[src/rtl/spi_master_if.sv]
// Bus between the SPI mode-0 master and its user: parallel word handshake plus the SPI pins.
// Handshake: start is taken only on a clk edge where busy=0; busy then stays high until the
// cycle done pulses for exactly one cycle, and rx_data is valid from that cycle until the next done.
interface spi_master_if #(
  parameter int WIDTH = 8
);
  logic             start;
  logic [WIDTH-1:0] tx_data;
  logic             busy;
  logic             done;
  logic [WIDTH-1:0] rx_data;
  logic             ss;
  logic             sclk;
  logic             mosi;
  logic             miso;
  logic [2:0]       dbg_state;

  modport master (
    input  start, tx_data, miso,
    output busy, done, rx_data, ss, sclk, mosi, dbg_state
  );

  modport slave (
    output start, tx_data, miso,
    input  busy, done, rx_data, ss, sclk, mosi, dbg_state
  );
endinterface

[src/rtl/spi_master.sv]
// SPI mode-0 master (CPOL=0, CPHA=0), MSB first, one WIDTH-bit word per ss assertion.
// Every SPI pin and handshake output comes straight from a flop.
module spi_master #(
  parameter int WIDTH  = 8,
  parameter int CLKDIV = 4
) (
  input  logic         clk,
  input  logic         rst,
  spi_master_if.master bus
);
  localparam int CW = $clog2(WIDTH + 1);
  localparam int DW = (CLKDIV > 1) ? $clog2(CLKDIV) : 1;

  typedef enum logic [2:0] {
    IDLE  = 3'd0,
    SETUP = 3'd1,
    HIGH  = 3'd2,
    LOW   = 3'd3,
    HOLD  = 3'd4
  } state_e;

  state_e           state_q, state_d;
  logic [DW-1:0]    div_q, div_d;
  logic [CW-1:0]    bit_q, bit_d;
  logic [WIDTH-1:0] tx_sr_q, tx_sr_d;
  logic [WIDTH-1:0] rx_sr_q, rx_sr_d;
  logic [WIDTH-1:0] rx_data_q, rx_data_d;
  logic             ss_q, ss_d;
  logic             sclk_q, sclk_d;
  logic             mosi_q, mosi_d;
  logic             busy_q, busy_d;
  logic             done_q, done_d;
  logic             phase_end;

  assign phase_end = (div_q == DW'(CLKDIV - 1));

  always_comb begin
    state_d   = state_q;
    div_d     = phase_end ? '0 : div_q + 1'b1;
    bit_d     = bit_q;
    tx_sr_d   = tx_sr_q;
    rx_sr_d   = rx_sr_q;
    rx_data_d = rx_data_q;
    ss_d      = ss_q;
    sclk_d    = sclk_q;
    mosi_d    = mosi_q;
    busy_d    = busy_q;
    done_d    = 1'b0;

    case (state_q)
      IDLE: begin
        // The divider only runs while a transfer is in flight.
        div_d = '0;
        if (bus.start) begin
          tx_sr_d = bus.tx_data;
          ss_d    = 1'b0;
          mosi_d  = bus.tx_data[WIDTH-1];
          busy_d  = 1'b1;
          bit_d   = '0;
          state_d = SETUP;
        end
      end
      SETUP, LOW: begin
        if (phase_end) begin
          sclk_d  = 1'b1;
          rx_sr_d = {rx_sr_q[WIDTH-2:0], bus.miso};
          bit_d   = bit_q + 1'b1;
          state_d = HIGH;
        end
      end
      HIGH: begin
        if (phase_end) begin
          sclk_d = 1'b0;
          if (bit_q < CW'(WIDTH)) begin
            // Next bit goes out on the falling edge so the slave samples it stable on the rise.
            tx_sr_d = tx_sr_q << 1;
            mosi_d  = tx_sr_q[WIDTH-2];
            state_d = LOW;
          end else begin
            state_d = HOLD;
          end
        end
      end
      HOLD: begin
        if (phase_end) begin
          ss_d      = 1'b1;
          mosi_d    = 1'b0;
          rx_data_d = rx_sr_q;
          done_d    = 1'b1;
          busy_d    = 1'b0;
          state_d   = IDLE;
        end
      end
      default: begin
        state_d = IDLE;
      end
    endcase
  end

  always_ff @(posedge clk) begin
    if (rst) begin
      state_q   <= IDLE;
      div_q     <= '0;
      bit_q     <= '0;
      tx_sr_q   <= '0;
      rx_sr_q   <= '0;
      rx_data_q <= '0;
      ss_q      <= 1'b1;
      sclk_q    <= 1'b0;
      mosi_q    <= 1'b0;
      busy_q    <= 1'b0;
      done_q    <= 1'b0;
    end else begin
      state_q   <= state_d;
      div_q     <= div_d;
      bit_q     <= bit_d;
      tx_sr_q   <= tx_sr_d;
      rx_sr_q   <= rx_sr_d;
      rx_data_q <= rx_data_d;
      ss_q      <= ss_d;
      sclk_q    <= sclk_d;
      mosi_q    <= mosi_d;
      busy_q    <= busy_d;
      done_q    <= done_d;
    end
  end

  assign bus.ss        = ss_q;
  assign bus.sclk      = sclk_q;
  assign bus.mosi      = mosi_q;
  assign bus.busy      = busy_q;
  assign bus.done      = done_q;
  assign bus.rx_data   = rx_data_q;
  assign bus.dbg_state = state_q;
endmodule

[src/flat_wrapper.sv]
// flat-port wrapper written by rule: the top's interface ports become plain ports
module spi_master_flat 
#(
  parameter int WIDTH  = 8,
  parameter int CLKDIV = 4
)
  (clk, rst, bus_start, bus_tx_data, bus_miso, bus_busy, bus_done, bus_rx_data, bus_ss, bus_sclk, bus_mosi, bus_dbg_state);
  spi_master_if #(.WIDTH(WIDTH)) bus_i ();
  input  logic clk;
  input  logic rst;
  input wire logic [$bits(bus_i.start)-1:0] bus_start;
  input wire logic [$bits(bus_i.tx_data)-1:0] bus_tx_data;
  input wire logic [$bits(bus_i.miso)-1:0] bus_miso;
  output wire logic [$bits(bus_i.busy)-1:0] bus_busy;
  output wire logic [$bits(bus_i.done)-1:0] bus_done;
  output wire logic [$bits(bus_i.rx_data)-1:0] bus_rx_data;
  output wire logic [$bits(bus_i.ss)-1:0] bus_ss;
  output wire logic [$bits(bus_i.sclk)-1:0] bus_sclk;
  output wire logic [$bits(bus_i.mosi)-1:0] bus_mosi;
  output wire logic [$bits(bus_i.dbg_state)-1:0] bus_dbg_state;
  assign bus_i.start = bus_start;
  assign bus_i.tx_data = bus_tx_data;
  assign bus_i.miso = bus_miso;
  assign bus_busy = bus_i.busy;
  assign bus_done = bus_i.done;
  assign bus_rx_data = bus_i.rx_data;
  assign bus_ss = bus_i.ss;
  assign bus_sclk = bus_i.sclk;
  assign bus_mosi = bus_i.mosi;
  assign bus_dbg_state = bus_i.dbg_state;
  spi_master #(.WIDTH(WIDTH), .CLKDIV(CLKDIV)) u_core (.clk(clk), .rst(rst), .bus(bus_i));
endmodule
[config.mk]
export PLATFORM = sky130hd
export DESIGN_NAME = spi_master_flat
export DESIGN_NICKNAME = d
export VERILOG_FILES = /design/src/rtl/spi_master_if.sv /design/src/rtl/spi_master.sv /design/src/flat_wrapper.sv
export SDC_FILE = /design/constraint.sdc
export NUM_CORES = 1
export LEC_CHECK = 0
export BUFFER_PORTS_ARGS = -buffer_cell sky130_fd_sc_hd__buf_2
export CAP_MARGIN = 20
export CORE_MARGIN = 3
export CORE_UTILIZATION = 40
export DETAILED_ROUTE_END_ITERATION = 12
export HOLD_SLACK_MARGIN = 0.03
export PLACE_DENSITY_LB_ADDON = 0.2
export SKIP_CTS_REPAIR_TIMING = 1
export SLEW_MARGIN = 20
export SYNTH_ARGS = -nofsm -noshare
export SYNTH_HDL_FRONTEND = slang
export SYNTH_SLANG_ARGS = --single-unit
[constraint.sdc]
create_clock -name clk -period 1.73 [get_ports clk]
set_clock_uncertainty 0.15 [all_clocks]
set_input_delay 0.0865 -clock clk [delete_from_list [all_inputs] [get_ports clk]]
set_output_delay 0.0865 -clock clk [all_outputs]
set_load 0.03 [all_outputs]
==> load_flow_metrics.sql <==
INSERT INTO impl_metrics (metric_group, metric, value, unit) VALUES
('global_route', 'first_global_vias', '1202', ''),
('timing', 'holdWs', '-4.774', 'ps'),
('synth', 'yosys.area_share.xor_xnor', '1.637', '%'),
('setup_path', 'critical_path.endpoint_type', 'flop', ''),
('drt', 'drc', '0', ''),
('synth', 'synth_top_family_by_area', 'simple AND/OR/NAND/NOR gates', ''),
('run_status', 'outcome', 'finished with violations', ''),
('setup_path', 'critPathRequiredTime', '1770', 'ps'),
('clocking', 'cts_tree', 'built', ''),
('global_route', 'groute.usage.overall', '13.50', '%'),
('synth', 'netlist_instances', '160', ''),
('synth', 'post_synthesis_sequential_area_ratio', '46.14', '%'),
('clocking', 'clkLatencyLatePin', '280', 'ps'),
('timing', 'worst_slew_margin_rel', '73.78', '%'),
('clocking', 'clk_root_buffer_cell', 'sky130_fd_sc_hd__clkbuf_8', ''),
('global_route', 'antenna_found_initial', '0', ''),
('drt', 'post_drt_via_cell_ratio', '4.980', ''),
('finish', 'final_cell_count_without_fillers', '253', ''),
('drt', 'route.vias.total', '1260', ''),
('setup_path', 'worst-endpoint-arrival', '1620', 'ps'),
('synth', 'synthesis.area', '1605', 'sq um'),
('finish', 'area_growth_synth_to_finish', '29.54', '%'),
('finish', 'total_nets_final', '218', ''),
('floorplanning', 'initial_utilization', '42.57', '%'),
('clocking', 'ctsLongestPathBuffers', '2', ''),
('synth', 'synth_enable_flop_cells', '0', ''),
('power_and_ir_drop', 'power_density', '919.5', 'nW/um^2'),
('power_and_ir_drop', 'internal_power', '1.475', 'mW'),
('finish', 'layout-drive-gt1-share', '30.24', '%'),
('synth', 'synth_area_in_compound_gates', '17.15', '%'),
('synth', 'synth_area_per_cell', '10.03', 'sq um'),
('clocking', 'clock_input_transition_at_the_sequential_cells_of_the_worst_setup_and_hold_paths', '70', 'ps'),
('placed_design', 'port_buffers', '27', ''),
('synth', 'post_synth_mux_area_share', '10.60', '%'),
('setup_path', 'cp_max_fo', '8', ''),
('drt', 'detail_route.iter0.violations', '65', ''),
('placed_design', 'gpl.final_weighted_congestion', '0.7904', ''),
('power_and_ir_drop', 'switching_share', '22.86', '%'),
('timing', 'final-setup-viol-count', '0', ''),
('global_route', 'grt_first_pass_wirelength', '5471', 'um'),
('synth', 'synth-simple-area-share', '17.77', '%'),
('power_and_ir_drop', 'comb_power_share', '12.4', '%'),
('synth', 'ys.warnings.count', '0', ''),
('run_status', 'violations', 'hold timing', ''),
('finish', 'fin_util', '55.14', '%'),
('timing', 'achievable-frequency', '633.2', 'MHz'),
('drt', 'antenna_left', '0', ''),
('synth', 'postSynth.topFlopCell', 'sky130_fd_sc_hd__dfxtp_1', ''),
('clocking', 'cts-htree-levels', '2', ''),
('placed_design', 'numPlacedInstances', '234', ''),
('global_route', 'pin_count_of_the_biggest_net_entering_global_routing', '16', ''),
('timing', 'final-hold-violation-count', '1', ''),
('run', 'drv.max_cap_violation_count', '0', ''),
('hold_path', 'hp-class', 'in2reg', ''),
('synth', 'yosys_register_bits', '37', ''),
('floorplanning', 'floorplan.die_area', '4809', 'sq um'),
('timing', 'tightestPinTransition', '392.7', 'ps'),
('floorplanning', 'coreArea', '3771', 'sq um'),
('floorplanning', 'dieWidth', '69.35', 'um'),
('floorplanning', 'io-pin-count', '28', ''),
('power_and_ir_drop', 'p_leak', '0.9123', 'nW'),
('timing', 'min_period_over_period', '91.28', '%'),
('finish', 'design_area', '2079', 'sq um'),
('synth', 'synthDistinctLibCells', '42', ''),
('synth', 'postSynth.asyncResetShare', '0', '%'),
('placed_design', 'dpl-instance-area', '1844', 'sq um'),
('global_route', 'overflow', '0', ''),
('timing', 'period_needed', '1579', 'ps'),
('synth', 'synth_nets', '174', ''),
('timing', 'maxSlewViolCount', '0', ''),
('power_and_ir_drop', 'power.share.clock', '39.7', '%');
## metal layers
layer / vias up / routed length, um / share of wire, % / track usage, %
met1: 587 / 1532 / 48 / 18.69
met2: 21 / 1525 / 48 / 20.55
met3: 2 / 121 / 3.8 / 3.768
met5: - / 0 / 0 / 0
met4: 0 / 12 / 0.38 / 3.688
li1: 650 / - / - / -
## per-stage QoR
| stage | TNS, ps | power [mW] | setup slack (ps) |
|---|---|---|---|
| floorplan | 0 | 1.087 | 97.88 |
| global placement | -6.690 | 1.150 | -2.777 |
| detailed placement | -383.1 | 1.156 | -58.25 |
| CTS | -548.6 | 1.918 | -77.19 |
| global route | 0 | 1.991 | 12.59 |
| finish | 0 | 1.912 | 150.8 |
## cells in the final DEF (no fill, tap or decap), types with 2 or more instances in the layout
cell type	instances
sky130_fd_sc_hd__buf_2	27
sky130_fd_sc_hd__nand2_1	5
sky130_fd_sc_hd__a211oi_2	2
sky130_fd_sc_hd__a22o_1	9
sky130_fd_sc_hd__dlygate4sd3_1	9
sky130_fd_sc_hd__a211oi_1	6
sky130_fd_sc_hd__dfxtp_1	36
sky130_fd_sc_hd__nor4_1	2
sky130_fd_sc_hd__inv_1	3
sky130_fd_sc_hd__nor2_1	25
sky130_fd_sc_hd__buf_4	12
sky130_fd_sc_hd__xnor2_1	2
sky130_fd_sc_hd__buf_12	2
sky130_fd_sc_hd__mux2i_1	17
sky130_fd_sc_hd__o21a_1	2
sky130_fd_sc_hd__nor3b_2	2
sky130_fd_sc_hd__clkbuf_8	6
sky130_fd_sc_hd__a21oi_1	5
sky130_fd_sc_hd__nand3b_1	3
## critical path, cell delays in order (launching register included)
cell	delay [ps]
sky130_fd_sc_hd__dfxtp_1	400
sky130_fd_sc_hd__or2_1	340
sky130_fd_sc_hd__buf_4	180
sky130_fd_sc_hd__o32ai_2	130
sky130_fd_sc_hd__nor2_1	60
sky130_fd_sc_hd__a311oi_1	230
## sequential cells by signal (all words and copies together), names as in the netlist, 2 cells and up
signal / cells
u_core.bit_q: 4
u_core.div_q: 2
u_core.bus.dbg_state: 3
u_core.bus.rx_data: 8
u_core.rx_sr_q: 8
u_core.tx_sr_q: 7
## final cells by class
cell class / count / area (sq um)
sequential: 37 / 742.0
inverter: 3 / 11.26
clock inverter: 1 / 30.03
tap: 48 / 60.06
fill: 345 / 1692
timing repair buffer: 50 / 355.3
multi-input combinational: 107 / 794.5
clock buffer: 7 / 86.33
## cell usage after synthesis (all sizes together), types with 2 or more instances
| cell type | count | area (sq um) |
|---|---|---|
| dfxtp | 37 | 740.7 |
| nor3 | 2 | 21.27 |
| nor2 | 26 | 100.1 |
| clkbuf | 3 | 11.26 |
| or2 | 2 | 12.52 |
| a22o | 9 | 78.83 |
| o21ai | 2 | 10.00 |
| nor3b | 3 | 32.53 |
| xnor2 | 2 | 17.52 |
| nand2 | 5 | 18.77 |
| nand3b | 4 | 33.78 |
| o21ba | 2 | 20.02 |
| mux2i | 17 | 170.2 |
| buf | 10 | 60.06 |
| o21a | 2 | 15.01 |
| inv | 3 | 11.26 |
| nor4 | 2 | 12.51 |
| a21oi | 5 | 25.02 |
| ha | 2 | 25.02 |
| a211oi | 8 | 70.06 |
## kinds of logic after synthesis
group           count (synthesis)
simple gates                   51
flops                          37
compound gates                 34
mux                            17
buf+inv                        16
xor+xnor                        3
fa+ha+maj                       2
## power groups by stage
stage	Combinational (mW)	Sequential [mW]	Clock [mW]
after floorplan	0.143	0.944	0
after global placement	0.217	0.932	0
after detailed placement	0.222	0.934	0
after CTS	0.224	0.914	0.780
after global routing	0.264	0.921	0.806
final	0.238	0.916	0.758
## worst paths after layout
path | from | endpoint | slack, ps | cells after the start
worst max-delay path | u_core.bus.dbg_state[0] | u_core.bus.mosi | 150 | 5
worst min-delay path | bus_tx_data[5] | u_core.tx_sr_q[5] | -5 | 3
worst max register to register | u_core.bus.dbg_state[0] | u_core.bus.mosi | 150 | 5
worst min register to register | u_core.bus.ss | u_core.bus.ss | 300 | 2
Power figures use the tool's default switching activity.
